## config.mk

```make
export PLATFORM = sky130hd
export DESIGN_NAME = timer_ctrl
export DESIGN_NICKNAME = d
export VERILOG_FILES = /design/src/rtl/timer_pkg.sv /design/src/rtl/timer_ctrl_tick_prescaler.sv /design/src/rtl/timer_ctrl.sv
export SDC_FILE = /design/constraint.sdc
export NUM_CORES = 1
export LEC_CHECK = 0
export ABC_AREA = 1
export CORE_AREA = 2 2 87 89
export CTS_BUF_LIST = sky130_fd_sc_hd__clkbuf_8
export DETAILED_ROUTE_END_ITERATION = 8
export DIE_AREA = 0 0 89 91
export PLACE_DENSITY_LB_ADDON = 0.1
export SYNTH_ARGS = -nofsm -noshare
export SYNTH_HDL_FRONTEND = slang
export SYNTH_HIERARCHICAL = 1
export SYNTH_SLANG_ARGS = --single-unit
```

## constraint.sdc

```tcl
create_clock -name clk -period 2.6 [get_ports clk]
set_input_delay 0.78 -clock clk [delete_from_list [all_inputs] [get_ports clk]]
set_output_delay 0.78 -clock clk [all_outputs]
set_load 0.005 [all_outputs]
```

## src/rtl/timer_pkg.sv

```systemverilog
// Shared types and constants for the countdown timer control path.
// Time values are packed as {hr, min, sec, cs}.
package timer_pkg;

    typedef enum logic [1:0] {
        StIdle  = 2'd0,
        StRun   = 2'd1,
        StPause = 2'd2,
        StDone  = 2'd3
    } state_e;

    localparam int unsigned HR_W   = 5;
    localparam int unsigned MIN_W  = 6;
    localparam int unsigned SEC_W  = 6;
    localparam int unsigned CS_W   = 7;
    localparam int unsigned TIME_W = HR_W + MIN_W + SEC_W + CS_W;

    localparam logic [HR_W-1:0]  HR_MAX  = 5'd23;
    localparam logic [MIN_W-1:0] MIN_MAX = 6'd59;
    localparam logic [SEC_W-1:0] SEC_MAX = 6'd59;
    localparam logic [CS_W-1:0]  CS_MAX  = 7'd99;

    typedef struct packed {
        logic [HR_W-1:0]  hr;
        logic [MIN_W-1:0] mn;
        logic [SEC_W-1:0] sec;
        logic [CS_W-1:0]  cs;
    } time_t;

    localparam logic [TIME_W-1:0] PRESET_DEFAULT = {5'd23, 6'd59, 6'd59, 7'd99};

    function automatic logic preset_valid(input time_t t);
        return (t.hr <= HR_MAX) && (t.mn <= MIN_MAX) && (t.sec <= SEC_MAX) && (t.cs <= CS_MAX);
    endfunction

endpackage

```

## src/rtl/timer_ctrl_tick_prescaler.sv

```systemverilog
// Free-running divider producing the count-enable tick; clr zeroes the phase,
// hold freezes it so a paused timer resumes with the same phase.
module tick_prescaler #(
    parameter int unsigned DIV = 10
) (
    input  logic clk,
    input  logic reset,
    input  logic clr,
    input  logic hold,
    output logic tick
);

    localparam int unsigned CW = (DIV > 1) ? $clog2(DIV) : 1;
    localparam logic [CW-1:0] LAST = CW'(DIV - 1);

    logic [CW-1:0] cnt_q, cnt_d;

    assign tick = (cnt_q == LAST);

    always_comb begin
        cnt_d = cnt_q;
        if (clr) begin
            cnt_d = '0;
        end else if (!hold) begin
            cnt_d = tick ? '0 : cnt_q + CW'(1);
        end
    end

    always_ff @(posedge clk) begin
        if (reset) begin
            cnt_q <= '0;
        end else begin
            cnt_q <= cnt_d;
        end
    end

endmodule

```

## src/rtl/timer_ctrl.sv

```systemverilog
// Control FSM for the countdown timer: button edge detection, 100 Hz tick,
// preset register with range check, and the expiry alarm.
module timer_ctrl
    import timer_pkg::*;
#(
    parameter int unsigned CLK_HZ      = 100_000_000,
    parameter int unsigned TICK_HZ     = 100,
    parameter int unsigned ALARM_TICKS = 300
) (
    input  logic              clk,
    input  logic              reset,
    input  logic              start_stop,
    input  logic              clear,
    input  logic              time_zero,
    input  logic              preset_we,
    input  logic [TIME_W-1:0] preset_in,
    output logic              cnt_en,
    output logic              cnt_load,
    output logic [TIME_W-1:0] load_value,
    output logic              running,
    output logic              alarm,
    output logic              preset_err,
    output logic [1:0]        state
);

    localparam int unsigned DIV = CLK_HZ / TICK_HZ;
    localparam int unsigned ACW = $clog2(ALARM_TICKS + 1);
    localparam logic [ACW-1:0] ALARM_LAST = ACW'(ALARM_TICKS - 1);

    state_e            state_q;
    logic [TIME_W-1:0] preset_q;
    logic [ACW-1:0]    alarm_cnt_q;
    logic              start_q, clear_q;
    logic              cnt_en_q, cnt_load_q, alarm_q, preset_err_q, running_q;

    logic start_evt, clr_evt, preset_ok, tick;

    assign start_evt = start_stop & ~start_q;
    assign clr_evt   = clear & ~clear_q;
    assign preset_ok = preset_valid(time_t'(preset_in)) && (state_q != StRun);

    tick_prescaler #(
        .DIV(DIV)
    ) u_prescaler (
        .clk  (clk),
        .reset(reset),
        .clr  (clr_evt || (state_q == StIdle)),
        .hold (state_q == StPause),
        .tick (tick)
    );

    always_ff @(posedge clk) begin
        if (reset) begin
            state_q      <= StIdle;
            preset_q     <= PRESET_DEFAULT;
            alarm_cnt_q  <= '0;
            start_q      <= 1'b0;
            clear_q      <= 1'b0;
            cnt_en_q     <= 1'b0;
            cnt_load_q   <= 1'b1;  // datapath picks up the preset right after reset
            alarm_q      <= 1'b0;
            preset_err_q <= 1'b0;
            running_q    <= 1'b0;
        end else begin
            start_q      <= start_stop;
            clear_q      <= clear;
            cnt_en_q     <= tick && (state_q == StRun) && !time_zero;
            cnt_load_q   <= clr_evt;
            preset_err_q <= preset_we && !preset_ok;
            if (preset_we && preset_ok) begin
                preset_q <= preset_in;
            end

            if (clr_evt) begin
                state_q   <= StIdle;
                running_q <= 1'b0;
                alarm_q   <= 1'b0;
            end else begin
                unique case (state_q)
                    StIdle: begin
                        if (start_evt && !time_zero) begin
                            state_q   <= StRun;
                            running_q <= 1'b1;
                        end
                    end
                    StRun: begin
                        if (time_zero) begin
                            state_q     <= StDone;
                            running_q   <= 1'b0;
                            alarm_q     <= 1'b1;
                            alarm_cnt_q <= '0;
                        end else if (start_evt) begin
                            state_q   <= StPause;
                            running_q <= 1'b0;
                        end
                    end
                    StPause: begin
                        if (start_evt) begin
                            state_q   <= StRun;
                            running_q <= 1'b1;
                        end
                    end
                    StDone: begin
                        // Either the alarm has sounded its full length or it is acknowledged
                        if (start_evt || (tick && (alarm_cnt_q == ALARM_LAST))) begin
                            state_q <= StIdle;
                            alarm_q <= 1'b0;
                        end else if (tick) begin
                            alarm_cnt_q <= alarm_cnt_q + ACW'(1);
                        end
                    end
                    default: ;
                endcase
            end
        end
    end

    assign cnt_en     = cnt_en_q;
    assign cnt_load   = cnt_load_q;
    assign load_value = preset_q;
    assign running    = running_q;
    assign alarm      = alarm_q;
    assign preset_err = preset_err_q;
    assign state      = state_q;

endmodule

```

Word level (Yosys, flattened, before mapping)
Cells that the tools add are included.
{"block": "totals", "inputBits": 30, "out_inout_bits": 31, "reg_bits": 62, "word_cells": 77}
{"block": "classes", "magnitude_cmp": 4, "n_eq_ne": 13, "n_bitwise": 5, "n_reduce_logical": 23, "n_mux": 19, "n_addsub": 2}
{"cell": "9-bit two-way mux", "count": 3}
{"cell": "20-bit by 1-bit adder with 20-bit output (second input constant)", "count": 1}
{"cell": "20-bit == test (second input constant)", "count": 1}
{"cell": "20-bit two-way mux", "count": 1}
{"cell": "9-bit one-hot mux with 2 select lines", "count": 1}
{"cell": "6-bit <= comparator (second input constant)", "count": 2}
{"cell": "1-bit logical AND", "count": 10}
{"cell": "2-bit two-way mux", "count": 5}
{"cell": "2-bit != test (second input constant)", "count": 5}
{"cell": "9-bit by 1-bit adder with 9-bit output (second input constant)", "count": 1}
{"cell": "9-bit == test (second input constant)", "count": 1}
{"cell": "2-bit one-hot mux with 4 select lines", "count": 1}
{"cell": "4-bit AND reduction", "count": 2}
{"cell": "7-bit <= comparator (second input constant)", "count": 1}
{"cell": "1-bit two-way mux", "count": 6}
{"cell": "5-bit <= comparator (second input constant)", "count": 1}
{"cell": "5-bit AND reduction", "count": 1}
{"cell": "2-bit == test (second input constant)", "count": 2}
{"cell": "2-bit by 1-bit != test with 1-bit output (second input constant)", "count": 2}
{"cell": "2-bit OR reduction", "count": 2}
{"cell": "3-bit != test (second input constant)", "count": 1}
{"cell": "1-bit NOT", "count": 3}
{"cell": "1-bit one-hot mux with 3 select lines", "count": 1}
{"cell": "3-bit AND reduction", "count": 1}
{"cell": "other kinds (8)", "count": 11}

Logic depth before layout (Yosys ltp)
{"block": "logic_depth", "word_depth": 7, "mapped_depth": 14, "mapped_depth_nobuf": 14}

By module
Netlist, hierarchy kept.
{"module": "timer_ctrl", "cells_per_inst": 278, "area_each_um2": 1934.4, "instances": 1, "seq_area_each_um2": 840.8}
{"module": "tick_prescaler", "cells_per_inst": 186, "area_each_um2": 1203.7, "instances": 1, "seq_area_each_um2": 400.4}

Least setup slack after synthesis
OpenSTA, ideal clock, no wires.
{"block": "synth_timing", "path_type": "input-to-reg", "start": "input port reset", "end": "register preset_q[0], in the netlist load_value[0]", "path_buffers": 3, "arrival_ps": 1668, "slack_ps": 798, "t_required_ps": 2466, "path_stages": 5, "setup_time_ps": 134, "cell_sequence": "clkbuf_1 -> inv_1 -> clkbuf_1 -> clkbuf_1 -> nand3_1"}
{"element": "start, declared", "line": "timer_ctrl.sv:11", "source": "input logic reset,"}
{"element": "end signal, assigned", "line": "timer_ctrl.sv:71", "source": "preset_q <= preset_in;"}
{"element": "end, declared", "line": "timer_ctrl.sv:31", "source": "logic [TIME_W-1:0] preset_q;"}
No word-level cell between the ends.

Worst setup path in the final report
{"block": "layout_timing", "start": "register u_prescaler.cnt_q[15]", "end": "register alarm_cnt_q[2]"}
{"block": "layout_via", "elab_chain_cells": 5, "elab_cells_between_ends": 6, "cone_classes": "3 x eq/ne; 3 x reduce/logical"}
{"element": "start, declared", "line": "timer_ctrl_tick_prescaler.sv:16", "source": "logic [CW-1:0] cnt_q, cnt_d;"}
{"element": "start signal, assigned", "line": "timer_ctrl_tick_prescaler.sv:33", "source": "cnt_q <= cnt_d;"}
{"element": "20-bit == test *", "line": "timer_ctrl_tick_prescaler.sv:18", "source": "assign tick = (cnt_q == LAST);"}
{"element": "via tick", "line": "timer_ctrl.sv:36", "source": "logic start_evt, clr_evt, preset_ok, tick;"}
{"element": "1-bit logical AND", "line": "timer_ctrl.sv:105", "source": "if (start_evt || (tick && (alarm_cnt_q == ALARM_LAST))) begin"}
{"element": "1-bit logical OR", "line": "timer_ctrl.sv:105"}
{"element": "2-bit != test (no source line)"}
{"element": "5-bit AND reduction (no source line) *"}
{"element": "end signal, assigned", "line": "timer_ctrl.sv:109", "source": "alarm_cnt_q <= alarm_cnt_q + ACW'(1);"}
{"element": "end, declared", "line": "timer_ctrl.sv:32", "source": "logic [ACW-1:0] alarm_cnt_q;"}
The timed path passes the listed nets; every way through them passes the cells marked *.
A chain may end at the register's enable or synchronous reset.

==> run metrics <==
result of the run finished clean; Max stage delay cell, worst path dfxtp_1; Clock Root Buffer clkbuf_8; Sequential cell area 1240 um2; number of global-route vias before repair approximately 2800; maximum number of pins on one net before global-route repair 20; initial antenna violation count 0; endpoints failing setup 0; setup tns final 0 ns; share of power burned in registers 47.7%; final-layout fill cell count 717; number of DRC violations after detailed-routing iteration 0 154; clock sink total 62; crit path kind flop to flop; Placement Cell Area approximately 3800 um2; Final Critical Period 2.24 ns; # nets final 560; normalized max-slew margin 69.6%; Leakage about 1.6 nW; crit path from u_prescaler/cnt_q[15]$_SDFFE_PP0N_; multi-input gate area in the final layout 1570 um2; hold buffer count at cts 0; type of element capturing the critical path flop; Max Clk Rate approximately 450 MHz; Worst Hold Path Cells 2; r2r startpoint u_prescaler/cnt_q[15]$_SDFFE_PP0N_; Warnings, synthesis 6; number of buffers inserted during clock tree synthesis 9; die extent in y 91 um; final HPWL from detailed placement 5650 um; non-filler cells in the finished layout 631; width of the die just under 90 um; fraction of final layout cells with drive strength greater than 1 8.27%; capture instance of the worst register-to-register path alarm_cnt_q[2]$_SDFFE_PP0P_; number of cells upsized or downsized after cts 0; maximum fanout encountered on the critical timing path 8; clock network fraction of total power around two fifths; most common library cell in the layout ignoring fill and taps nand2_1; netlist area before placement between 3000 and 4000 um2; delay of the slowest cell on the worst path 0.33 ns; TritonCTS clock tree yes; DR DRC count 0; total nets after synthesis just under 500; total congestion overflow after global routing 0; total buffers and inverters traversed by the critical path 2; RD Place Congestion around 0.88; category of the worst setup path launch point flop; worst-skew pair later-pin latency 0.34 ns; largest voltage drop on the vdd net 0.441 mV; number of pins exceeding their max-slew limit in the final report 0; Slew @ Worst Pin 0.451 ns; MaxCap Viol Count 0; cell area after layout about 4000 um2; H-tree depth 3; via total after detailed routing 3067; Placement Rows 31; ordered cell list for the critical path inv_1 > nand4_1 > nor3_1 > nand3_1 > nor2_1 > nand2_1 > nor2_1 > nand3_1 > nand2_1 > nand2_1 > nand2_4 > inv_1 > nor2_1 > nor2_1; sw power 0.524 mW; worst r2r path cells 14; effective utilization at floorplan approximately 44%; signal arrival time at the worst endpoint 2.47 ns; Hold Path End load_value[19]$_SDFFE_PP1P_; Data required, critical path 2.83 ns; Core ar. 7140 um2; WL/cell 12.4 um; class of the most critical hold timing path flop to flop; Netlist cell types 33; commonest non-fill, non-tap cells in the layout 120 x nand2_1, 75 x nor2_1, 62 x dfxtp_1, 60 x inv_1, 60 x clkdlybuf4s50_1; Layout area overhead 28.0%; power per unit of standard cell area 528 nW/um2; WHS 0.470 ns; Cell Int Power 1.60 mW; R2R setup slack around 0.36 ns; Routed WL 7840 um; start point of the worst min-delay path load_value[19]$_SDFFE_PP1P_; Worst Clk Skew 0.00958 ns; TritonRoute pass-1 iters 4; setup repair after global routing missed its margin false; switching share of total power roughly a quarter; count of nets left with antenna violations after detail routing 0; most frequent cell on the critical path nor2_1; number of diodes 0; register area share after synthesis roughly two fifths; clock transition at the registers of the reported paths around 0.070 ns; # port buffers 60; via-per-instance ratio 4.86; number of flops mapped to enable cells by yosys 0; Total Routing Usage GR between 20 and 25%; final clock period utilization by the worst path 86.1%; I/O Pins a little over 60; category of cells accounting for the largest share of critical-path delay simple AND/OR/NAND/NOR gates; post-synthesis area per instance 6.76 um2; dpl cells slightly above 600; first-pass GRT wire length between 10000 and 15000 um; Mapped Cells roughly 460; proportion of synthesized flip-flops having asynchronous set or reset 0%; Clock Path Buffers 2; primary flip-flop cell chosen by synthesis mapping dfxtp_1; number of buffers added for setup after CTS 0; final hold violations 0; power share of the combinational group 13.0%; Die Footprint 8100 um2; flip-flop and latch count after synthesis 62
[flip-flops by register name, indices dropped and copies added, names as in the netlist]
register and count:
preset_err 1, start_q 1, cnt_en 1, state 2, running 1, alarm 1
load_value 24, u_prescaler/cnt_q 20, clear_q 1, cnt_load 1, alarm_cnt_q 9
[power by group through the flow]
| stage | Clock, mW | Sequential [mW] | Combinational (mW) |
|---|---|---|---|
| after detailed placement | 0 | 1.03 | 0.276 |
| after global routing | 0.907 | 1.02 | 0.306 |
| after floorplan | 0 | 1.04 | 0.129 |
| after CTS | 0.858 | 1.01 | 0.279 |
| after global placement | 0 | 1.03 | 0.275 |
| final | 0.834 | 1.01 | 0.275 |
[per-stage QoR]
| step | utilization, % | setup WS, ns | total power [mW] |
|---|---|---|---|
| 2_1_floorplan | - | 0.798 | 1.17 |
| 3_5_place_dp | 53.6 | 0.253 | 1.31 |
| 3_3_place_gp | 53.6 | 0.303 | 1.31 |
| 5_1_grt | 56.3 | 0.0310 | 2.23 |
| 6_report | 56.3 | 0.361 | 2.12 |
| 4_1_cts | 56.3 | 0.367 | 2.15 |
[cell type report]
| cell class | instances | area share, % |
|---|---|---|
| well taps | 99 | 3.08 |
| clock inverters | 5 | 1.28 |
| clock buffers | 10 | 3.43 |
| multi-input cells | 326 | 39.2 |
| flip-flops and latches | 62 | 30.9 |
| inverters | 61 | 5.70 |
| repair buffers | 68 | 16.4 |
[worst max-delay path by stage]
stage	to	slack, ns	depth (start not counted)
floorplan	load_value[0]$_SDFFE_PP1P_	0.80	5
global placement	u_prescaler/cnt_q[9]$_SDFFE_PP0N_	0.30	7
detailed placement	u_prescaler/cnt_q[9]$_SDFFE_PP0N_	0.25	7
CTS	alarm_cnt_q[2]$_SDFFE_PP0P_	0.37	14
global route	alarm_cnt_q[2]$_SDFFE_PP0P_	0.03	14
finish	alarm_cnt_q[2]$_SDFFE_PP0P_	0.36	14
[cell usage after synthesis (2+ instances only)]
cell type	n	area share, %
a21oi_1	9	1.4
and2_4	2	0.56
buf_2	6	0.96
buf_6	2	0.72
clkbuf_1	5	0.60
dfxtp_1	62	40
ha_1	2	0.80
inv_1	59	7.1
inv_2	2	0.24
nand2_1	120	14
nand2_2	4	0.80
nand3_1	43	6.9
nand4_1	25	5.0
nor2_1	75	9.0
nor2_2	3	0.60
nor2_4	7	2.5
nor3_1	4	0.64
o21ai_0	10	1.6
o21ai_1	2	0.32
o21bai_1	4	0.96
xor2_1	6	1.7
[metal layers]
| metal | GRT usage (%) | wire length, um | up-vias |
|---|---|---|---|
| li1 | - | - | 1593 |
| met4 | 8.33 | 115 | 0 |
| met5 | 0 | 0 | - |
| met3 | 3.55 | 283 | 10 |
| met1 | 27.0 | 3690 | 1395 |
| met2 | 31.8 | 3750 | 69 |
[cell families after synthesis]
kind of cell / Yosys count / synth area share, %
buffers and inverters: 76 / 10.3
AO/OA/AOI/OAI: 26 / 4.59
multiplexers: 1 / 0.319
XOR/XNOR: 7 / 1.95
AND/OR/NAND/NOR: 290 / 42.5
adder cells (fa/ha/maj): 2 / 0.797
flip-flops: 62 / 39.6
[worst register-to-register path, stage by stage (launching register included)]
cell and delay [ns]:
dfxtp_1 0.33, inv_1 0.16, nand4_1 0.19, nor3_1 0.21, nand3_1 0.09, nor2_1 0.24
nand2_1 0.08, nor2_1 0.09, nand3_1 0.11, nand2_1 0.08, nand2_1 0.17, nand2_4 0.16
inv_1 0.08, nor2_1 0.09, nor2_1 0.05
Note: power is estimated with default switching activity, not from simulation.
